**src/rtl/ctrl_reg_cond_inc_if.sv**
```systemverilog
// Bus between the microstore/sequencer side and the control-register slice:
// microinstruction word and conditions in, decoded control fields out.
interface ctrl_reg_cond_inc_if #(
  parameter int ADDR_W = 7,
  parameter int WORD_W = 44
);
  // microstore / sequencer side
  logic [WORD_W-1:0] StateSignals;
  logic              moc;
  logic              cond;
  logic              dmoc;
  logic [ADDR_W-1:0] state_in;

  // decoded control fields
  logic              IRld, PCld, nPCld, RFld;
  logic              MA, MC, ME, MF, MPA, MP, MR;
  logic              RW, MOV, MDRld, MARld;
  logic [1:0]        MB;
  logic [5:0]        OpC;
  logic              Cin;
  logic [1:0]        SSE;
  logic [3:0]        OP;
  logic [ADDR_W-1:0] CR;
  logic              Inv;
  logic              IncRld;
  logic [1:0]        S;
  logic [2:0]        N;
  logic              cond_out;
  logic [ADDR_W-1:0] inc_out;

  modport master (
    output StateSignals, moc, cond, dmoc, state_in,
    input  IRld, PCld, nPCld, RFld, MA, MC, ME, MF, MPA, MP, MR,
           RW, MOV, MDRld, MARld, MB, OpC, Cin, SSE, OP, CR, Inv,
           IncRld, S, N, cond_out, inc_out
  );

  modport slave (
    input  StateSignals, moc, cond, dmoc, state_in,
    output IRld, PCld, nPCld, RFld, MA, MC, ME, MF, MPA, MP, MR,
           RW, MOV, MDRld, MARld, MB, OpC, Cin, SSE, OP, CR, Inv,
           IncRld, S, N, cond_out, inc_out
  );
endinterface

```
**src/rtl/ctrl_reg_cond_inc.sv**
```systemverilog
// Control-register slice of the microsequencer: registers the microword,
// slices it into control fields, muxes the branch condition, increments state.
module ctrl_reg_cond_inc #(
  parameter int ADDR_W = 7,
  parameter int WORD_W = 44
) (
  input  logic clk,
  input  logic reset,
  ctrl_reg_cond_inc_if.slave bus
);

  // Field layout of the microword, MSB first; width is pinned by the field map.
  typedef struct packed {
    logic       irld;
    logic       pcld;
    logic       npcld;
    logic       rfld;
    logic       ma;
    logic [1:0] mb;
    logic       mc;
    logic       me;
    logic       mf;
    logic       mpa;
    logic       mp;
    logic       mr;
    logic       rw;
    logic       mov;
    logic       mdrld;
    logic       marld;
    logic [5:0] opc;
    logic       cin;
    logic [1:0] sse;
    logic [3:0] op;
    logic [6:0] cr;
    logic       inv;
    logic       incrld;
    logic [1:0] s;
    logic [2:0] n;
  } cw_t;

  cw_t cw_q;
  logic cond_sel;

  always_ff @(posedge clk or negedge reset) begin
    if (!reset) cw_q <= '0;
    else        cw_q <= cw_t'(bus.StateSignals);
  end

  assign bus.IRld   = cw_q.irld;
  assign bus.PCld   = cw_q.pcld;
  assign bus.nPCld  = cw_q.npcld;
  assign bus.RFld   = cw_q.rfld;
  assign bus.MA     = cw_q.ma;
  assign bus.MB     = cw_q.mb;
  assign bus.MC     = cw_q.mc;
  assign bus.ME     = cw_q.me;
  assign bus.MF     = cw_q.mf;
  assign bus.MPA    = cw_q.mpa;
  assign bus.MP     = cw_q.mp;
  assign bus.MR     = cw_q.mr;
  assign bus.RW     = cw_q.rw;
  assign bus.MOV    = cw_q.mov;
  assign bus.MDRld  = cw_q.mdrld;
  assign bus.MARld  = cw_q.marld;
  assign bus.OpC    = cw_q.opc;
  assign bus.Cin    = cw_q.cin;
  assign bus.SSE    = cw_q.sse;
  assign bus.OP     = cw_q.op;
  assign bus.CR     = cw_q.cr;
  assign bus.Inv    = cw_q.inv;
  assign bus.IncRld = cw_q.incrld;
  assign bus.S      = cw_q.s;
  assign bus.N      = cw_q.n;

  // Condition stays un-inverted here; Inv is applied by the next-address logic.
  always_comb begin
    cond_sel = 1'b0;
    unique case (cw_q.s)
      2'b00:   cond_sel = bus.moc;
      2'b01:   cond_sel = bus.cond;
      2'b10:   cond_sel = bus.dmoc;
      default: cond_sel = 1'b0;
    endcase
  end

  assign bus.cond_out = cond_sel;

  // Wraps modulo 2**ADDR_W; the carry is deliberately dropped.
  assign bus.inc_out = bus.state_in + ADDR_W'(1);

endmodule

```
**src/flat_wrapper.sv**
```systemverilog
// flat-port wrapper written by rule: the top's interface ports become plain ports
module ctrl_reg_cond_inc_flat 
#(
  parameter int ADDR_W = 7,
  parameter int WORD_W = 44
)
  (clk, reset, bus_StateSignals, bus_moc, bus_cond, bus_dmoc, bus_state_in, bus_IRld, bus_PCld, bus_nPCld, bus_RFld, bus_MA, bus_MC, bus_ME, bus_MF, bus_MPA, bus_MP, bus_MR, bus_RW, bus_MOV, bus_MDRld, bus_MARld, bus_MB, bus_OpC, bus_Cin, bus_SSE, bus_OP, bus_CR, bus_Inv, bus_IncRld, bus_S, bus_N, bus_cond_out, bus_inc_out);
  ctrl_reg_cond_inc_if #(.ADDR_W(ADDR_W), .WORD_W(WORD_W)) bus_i ();
  input  logic clk;
  input  logic reset;
  input wire logic [$bits(bus_i.StateSignals)-1:0] bus_StateSignals;
  input wire logic [$bits(bus_i.moc)-1:0] bus_moc;
  input wire logic [$bits(bus_i.cond)-1:0] bus_cond;
  input wire logic [$bits(bus_i.dmoc)-1:0] bus_dmoc;
  input wire logic [$bits(bus_i.state_in)-1:0] bus_state_in;
  output wire logic [$bits(bus_i.IRld)-1:0] bus_IRld;
  output wire logic [$bits(bus_i.PCld)-1:0] bus_PCld;
  output wire logic [$bits(bus_i.nPCld)-1:0] bus_nPCld;
  output wire logic [$bits(bus_i.RFld)-1:0] bus_RFld;
  output wire logic [$bits(bus_i.MA)-1:0] bus_MA;
  output wire logic [$bits(bus_i.MC)-1:0] bus_MC;
  output wire logic [$bits(bus_i.ME)-1:0] bus_ME;
  output wire logic [$bits(bus_i.MF)-1:0] bus_MF;
  output wire logic [$bits(bus_i.MPA)-1:0] bus_MPA;
  output wire logic [$bits(bus_i.MP)-1:0] bus_MP;
  output wire logic [$bits(bus_i.MR)-1:0] bus_MR;
  output wire logic [$bits(bus_i.RW)-1:0] bus_RW;
  output wire logic [$bits(bus_i.MOV)-1:0] bus_MOV;
  output wire logic [$bits(bus_i.MDRld)-1:0] bus_MDRld;
  output wire logic [$bits(bus_i.MARld)-1:0] bus_MARld;
  output wire logic [$bits(bus_i.MB)-1:0] bus_MB;
  output wire logic [$bits(bus_i.OpC)-1:0] bus_OpC;
  output wire logic [$bits(bus_i.Cin)-1:0] bus_Cin;
  output wire logic [$bits(bus_i.SSE)-1:0] bus_SSE;
  output wire logic [$bits(bus_i.OP)-1:0] bus_OP;
  output wire logic [$bits(bus_i.CR)-1:0] bus_CR;
  output wire logic [$bits(bus_i.Inv)-1:0] bus_Inv;
  output wire logic [$bits(bus_i.IncRld)-1:0] bus_IncRld;
  output wire logic [$bits(bus_i.S)-1:0] bus_S;
  output wire logic [$bits(bus_i.N)-1:0] bus_N;
  output wire logic [$bits(bus_i.cond_out)-1:0] bus_cond_out;
  output wire logic [$bits(bus_i.inc_out)-1:0] bus_inc_out;
  assign bus_i.StateSignals = bus_StateSignals;
  assign bus_i.moc = bus_moc;
  assign bus_i.cond = bus_cond;
  assign bus_i.dmoc = bus_dmoc;
  assign bus_i.state_in = bus_state_in;
  assign bus_IRld = bus_i.IRld;
  assign bus_PCld = bus_i.PCld;
  assign bus_nPCld = bus_i.nPCld;
  assign bus_RFld = bus_i.RFld;
  assign bus_MA = bus_i.MA;
  assign bus_MC = bus_i.MC;
  assign bus_ME = bus_i.ME;
  assign bus_MF = bus_i.MF;
  assign bus_MPA = bus_i.MPA;
  assign bus_MP = bus_i.MP;
  assign bus_MR = bus_i.MR;
  assign bus_RW = bus_i.RW;
  assign bus_MOV = bus_i.MOV;
  assign bus_MDRld = bus_i.MDRld;
  assign bus_MARld = bus_i.MARld;
  assign bus_MB = bus_i.MB;
  assign bus_OpC = bus_i.OpC;
  assign bus_Cin = bus_i.Cin;
  assign bus_SSE = bus_i.SSE;
  assign bus_OP = bus_i.OP;
  assign bus_CR = bus_i.CR;
  assign bus_Inv = bus_i.Inv;
  assign bus_IncRld = bus_i.IncRld;
  assign bus_S = bus_i.S;
  assign bus_N = bus_i.N;
  assign bus_cond_out = bus_i.cond_out;
  assign bus_inc_out = bus_i.inc_out;
  ctrl_reg_cond_inc #(.ADDR_W(ADDR_W), .WORD_W(WORD_W)) u_core (.clk(clk), .reset(reset), .bus(bus_i));
endmodule
```
**config.mk**
```make
export PLATFORM = sky130hd
export DESIGN_NAME = ctrl_reg_cond_inc_flat
export DESIGN_NICKNAME = d
export VERILOG_FILES = /design/src/rtl/ctrl_reg_cond_inc_if.sv /design/src/rtl/ctrl_reg_cond_inc.sv /design/src/flat_wrapper.sv
export SDC_FILE = /design/constraint.sdc
export NUM_CORES = 1
export LEC_CHECK = 0
export ABC_AREA = 1
export CORE_MARGIN = 4
export CORE_UTILIZATION = 25
export DETAILED_ROUTE_END_ITERATION = 6
export HOLD_SLACK_MARGIN = 0.15
export PLACE_DENSITY = 0.66
export SETUP_SLACK_MARGIN = 0.05
export SYNTH_ARGS = -nofsm -noshare
export SYNTH_HDL_FRONTEND = slang
export SYNTH_SLANG_ARGS = --single-unit
```
**constraint.sdc**
```tcl
create_clock -name clk -period 1.15 [get_ports clk]
set_input_delay 0.1725 -clock clk [delete_from_list [all_inputs] [get_ports clk]]
set_output_delay 0.1725 -clock clk [all_outputs]
set_load 0.01 [all_outputs]
```
### Word level (Yosys, flattened, before mapping)

Cells that the tools add are included.

* $add $sub $neg: 1
* eq/ne operators: 2
* muxes and demuxes: 1
* reduce and logical (&&, ||, !) cells: 1

Operators with widths (count)
* $add A7 B1 Y7 const B: 1
* $pmux W1 S3: 1
* $eq A2 B1 Y1 const B: 1
* $eq A2 B2 Y1 const B: 1
* $logic_not A2 Y1: 1

* bits in registers: 44
* input port bits: 56
* output and inout bits: 52
* logic and storage cells: 30

### Longest topological paths before layout

Gate-level depths: netlist of the first run.

* depth in word-level cells: 2
* gate-level depth with buffers: 5
* depth with buffers taken out: 5

### Least setup slack after synthesis of the first run

No wires, ideal clock.

* path type: input to output
* start: in bus_state_in[0]
* end: out bus_inc_out[4]
* data arrival time: 726 ps
* data required time: 978 ps
* setup slack: 251 ps
* stages: 3
* path buffers: 0
* cell sequence: ha_1 -> nand3_1 -> xnor2_1

* cells in the longest elaborated chain, start to end: 1

RTL lines
* from (decl): RTL line flat_wrapper.sv:15 `input wire logic [$bits(bus_i.state_in)-1:0] bus_state_in;`
* $add A7 B1 Y7: RTL line ctrl_reg_cond_inc.sv:89 `assign bus.inc_out = bus.state_in + ADDR_W'(1);`
* to (decl): RTL line flat_wrapper.sv:42 `output wire logic [$bits(bus_i.inc_out)-1:0] bus_inc_out;`

Every way passes these cells.

### Worst setup path in the final report of the first run

* start: reg u_core.cw_q (netlist bit u_core.bus.S[0])
* end: out bus_cond_out

* cells in the longest elaborated chain, start to end: 2
* elaborated cells between the ends (all ways): 4
* classes of those cells: eq/ne (2); mux (1); reduce/logical (1)

RTL lines
* from (decl): RTL line ctrl_reg_cond_inc.sv:41 `cw_t cw_q;`
* from (signal assigned): RTL line ctrl_reg_cond_inc.sv:46 `else cw_q <= cw_t'(bus.StateSignals);`
* $eq A2 B2 Y1, or another cell as far along: RTL line ctrl_reg_cond_inc.sv:78 `unique case (cw_q.s)`
* $pmux W1 S3 (*): RTL line ctrl_reg_cond_inc.sv:78
* to (decl): RTL line flat_wrapper.sv:41 `output wire logic [$bits(bus_i.cond_out)-1:0] bus_cond_out;`

Every way passes the cells marked *; elsewhere a longest branch is shown, timed or not.

==> results of run 1 <==
## timing repair
action / CTS / global route
pin swaps: 5 / 6
hold buffers: 1 / 0
setup endpoints to repair: 52 / 41
gates resized for setup: 149 / 44
hold endpoints to repair: 44 / 0
## kinds of logic after synthesis
logic type / share of synthesized area, %
AND/OR/NAND/NOR: 5.57
adder cells (fa/ha/maj): 0.994
XOR/XNOR: 2.09
buffers and inverters: 2.39
AO/OA/AOI/OAI: 1.49
flip-flops: 87.5
## cell type report
| class | count | area [µm²] | share of cell area, % |
|---|---|---|---|
| Clock buffer | 5 | 68.8 | 2.82 |
| Clock inverter | 3 | 23.8 | 0.975 |
| Inverter | 8 | 30.0 | 1.23 |
| Multi-Input combinational cell | 22 | 185 | 7.60 |
| Sequential cell | 44 | 1100 | 45.2 |
| Tap cell | 67 | 83.8 | 3.44 |
| Timing Repair Buffer | 117 | 945 | 38.8 |
## metrics by stage
step	instance area [µm²]	setup WS [ps]	TNS, ps	utilization (%)	hold WS [ps]
2_1_floorplan	1260	251	0	-	-123
4_1_cts	2600	-85.1	-85.1	54.2	290
5_1_grt	2440	-98.7	-102	50.9	283
3_5_place_dp	2490	-783	-4840	52.0	65.7
3_3_place_gp	2490	-690	-4430	52.0	53.8
6_report	2440	-55.1	-55.1	50.9	278
## sequential cells by signal, indices dropped and copies added, names as in the netlist, 2 cells and up
name	flops
u_core.bus.CR	7
u_core.bus.MB	2
u_core.bus.N	3
u_core.bus.OP	4
u_core.bus.OpC	6
u_core.bus.S	2
u_core.bus.SSE	2
## synth_stat cells (all sizes together)
library cell  count
nand2             6
nand3             8
inv               8
ha                1
dfrtp            44
xnor2             1
o21bai            2
nor2              2
xor2              2
## power groups by stage
| stage | Clock, mW | Combinational (mW) | Sequential [mW] |
|---|---|---|---|
| 2_1_floorplan | 0 | 0.0471 | 1.72 |
| 3_3_place_gp | 0 | 0.551 | 1.67 |
| 3_5_place_dp | 0 | 0.562 | 1.68 |
| 4_1_cts | 0.997 | 0.518 | 1.65 |
| 5_1_grt | 1.06 | 0.524 | 1.65 |
| 6_report | 0.957 | 0.484 | 1.65 |
## worst max-delay path, delay by kind of cell (launching register included)
family                 cells  cell delay (ps)
DFF                        1              410
buffers and inverters      2              170
and+or+nand+nor            2              170
## path summary, 6_finish.rpt
| path | to | slack [ps] | depth (start not counted) |
|---|---|---|---|
| worst min-delay path | u_core.bus.Cin$_DFF_PN0_ | 280 | 2 |
| max in group asynchronous | u_core.bus.OpC[5]$_DFF_PN0_ | 420 | 3 |
| min in group clk | u_core.bus.OP[2]$_DFF_PN0_ | 300 | 1 |
| worst max-delay path | bus_cond_out | -60 | 4 |
## routing by layer
metal,GRT usage [%],part of all wire [%]
met1,10.8,30
met5,0,0
met3,11.2,20
met4,3.61,0.43
met2,21.1,50
==> impl_results.md, run 1 <==
- Fraction of layout cells with a size suffix above 1: 38.2%
- Initial antenna violation count: 0
- Gr ovfl total: 0
- Final non-filler cell total: 266
- Clk slew on worst S/H paths: 80 ps
- Pin count of the biggest net entering global routing: 35
- Vert. Die Dim: 79.0 µm
- Failing checks: setup timing
- Seq pwr share: 53.3%
- Synth cell types: 10
- # diodes: 0
- Drt wl/cell: 14.1 µm
- Nets@finish: 255
- Worst Tran Pin Value: 278 ps
- Setup CP Type: reg -> out
- Initial DRC Count: 15
- # DRC: 0
- Final Max Tran Viols: 0
- Most common cell after layout, fill and taps aside: clkdlybuf4s50_1
- Detail Route Antenna Nets: 0
- Maxcap violations: 0
- Yosys reg bits: 44
- Post-synth top area cell: dfrtp_1
- Worst-path fanout max: 3
- Bufs on Longest Clock Path: 2
- Final WL: 3.74 mm
- Min-Delay Path Class: in -> async
- Num ports: 108
- Via count: 1,050
- Tot Pwr: 3.09 mW
- Ys Warns: 0
- Most frequent cells in the layout: 47 x clkdlybuf4s50_1, 44 x dfrtp_1, 31 x clkbuf_2
- Crit path from: u_core.bus.S[0]$_DFF_PN0_
- DR pass1 iterations: 3
- Max Clock Freq: 830 MHz
- GP Congestion: 0.740
- Pwr/cell area: 1270 nW/µm²
- Critical-path cell list: inv_2 -> nand3_1 -> nand3_2 -> buf_6
- Combinational share of power: 15.7%
- Fillers: 431
- Slew margin rel.: 81.5%
- VDD IR max: 0.924 mV
- Final setup fails: 1
- H-Tree Depth: 2
- Final WS setup: -55.1 ps
- Static Leak: 1.17 nW
- WP data required: 980 ps
- PortBufs: 107
- Cell with the largest stage delay on the worst path: dfrtp_1
- DP HPWL: 3.07 mm
- Sink Count: 44
- Top cell type's share of synthesized area: 87.5%
- CTS tree: done
- Synthesized Nets: 131
- Worst EP arrival: 1030 ps
- Syn-to-layout area delta: 93.6%
- Mean Syn Cell Area: 17.0 µm²
- RSZ-0062 raised after global routing: yes
- Vias/cell: 3.95
- Die width: 79.0 µm
- CTS Buf Count: 5
- Post-route minimum period: 1210 ps
- Synth area leaders: dfrtp_1 87%, nand3_1 3.2%, inv_1 2.4%
- Seq/Total Area, Yosys: 87.5%
- First-pass GRT wire length: 5.87 mm
- Std-Cell Rows: 25
- Post-CTS Setup Bufs: 0
- Internal power: 2.34 mW
- Vias in the first global route: 1,233
- Total global-route track usage: 12.5%
- Clk pwr share: 31.0%
- Switch Pwr: 0.748 mW
- Status: finished with violations
- Mapped Area: 1260 µm²
- Inst Count DP: 257
- Gate Count Post-Synth: 74
- Period utilisation layout: 105%
- Die area: 6230 µm²
- CP Launch Type: flip-flop
- Switching Share: 24.2%
- Total core area: 4790 µm²
- Critical Path End Type: output pin
- Clk root buf: clkbuf_8
- Initial Util: 26.3%
- CP peak stage delay: 410 ps
- Final hold viol count: 0
Power figures use the tool's default switching activity.
==> run 2, diff against run 1 <==
TNS_END_PERCENT = 30   (was not set)
==> results of run 2 <==
No change in the layout: final DEF, timing and power equal those of run 1.
==> run 3, diff against run 2 <==
ABC_CLOCK_PERIOD_IN_PS = 1150   (was not set)
==> results of run 3 <==
No change in the layout: final DEF, timing and power equal those of run 1.
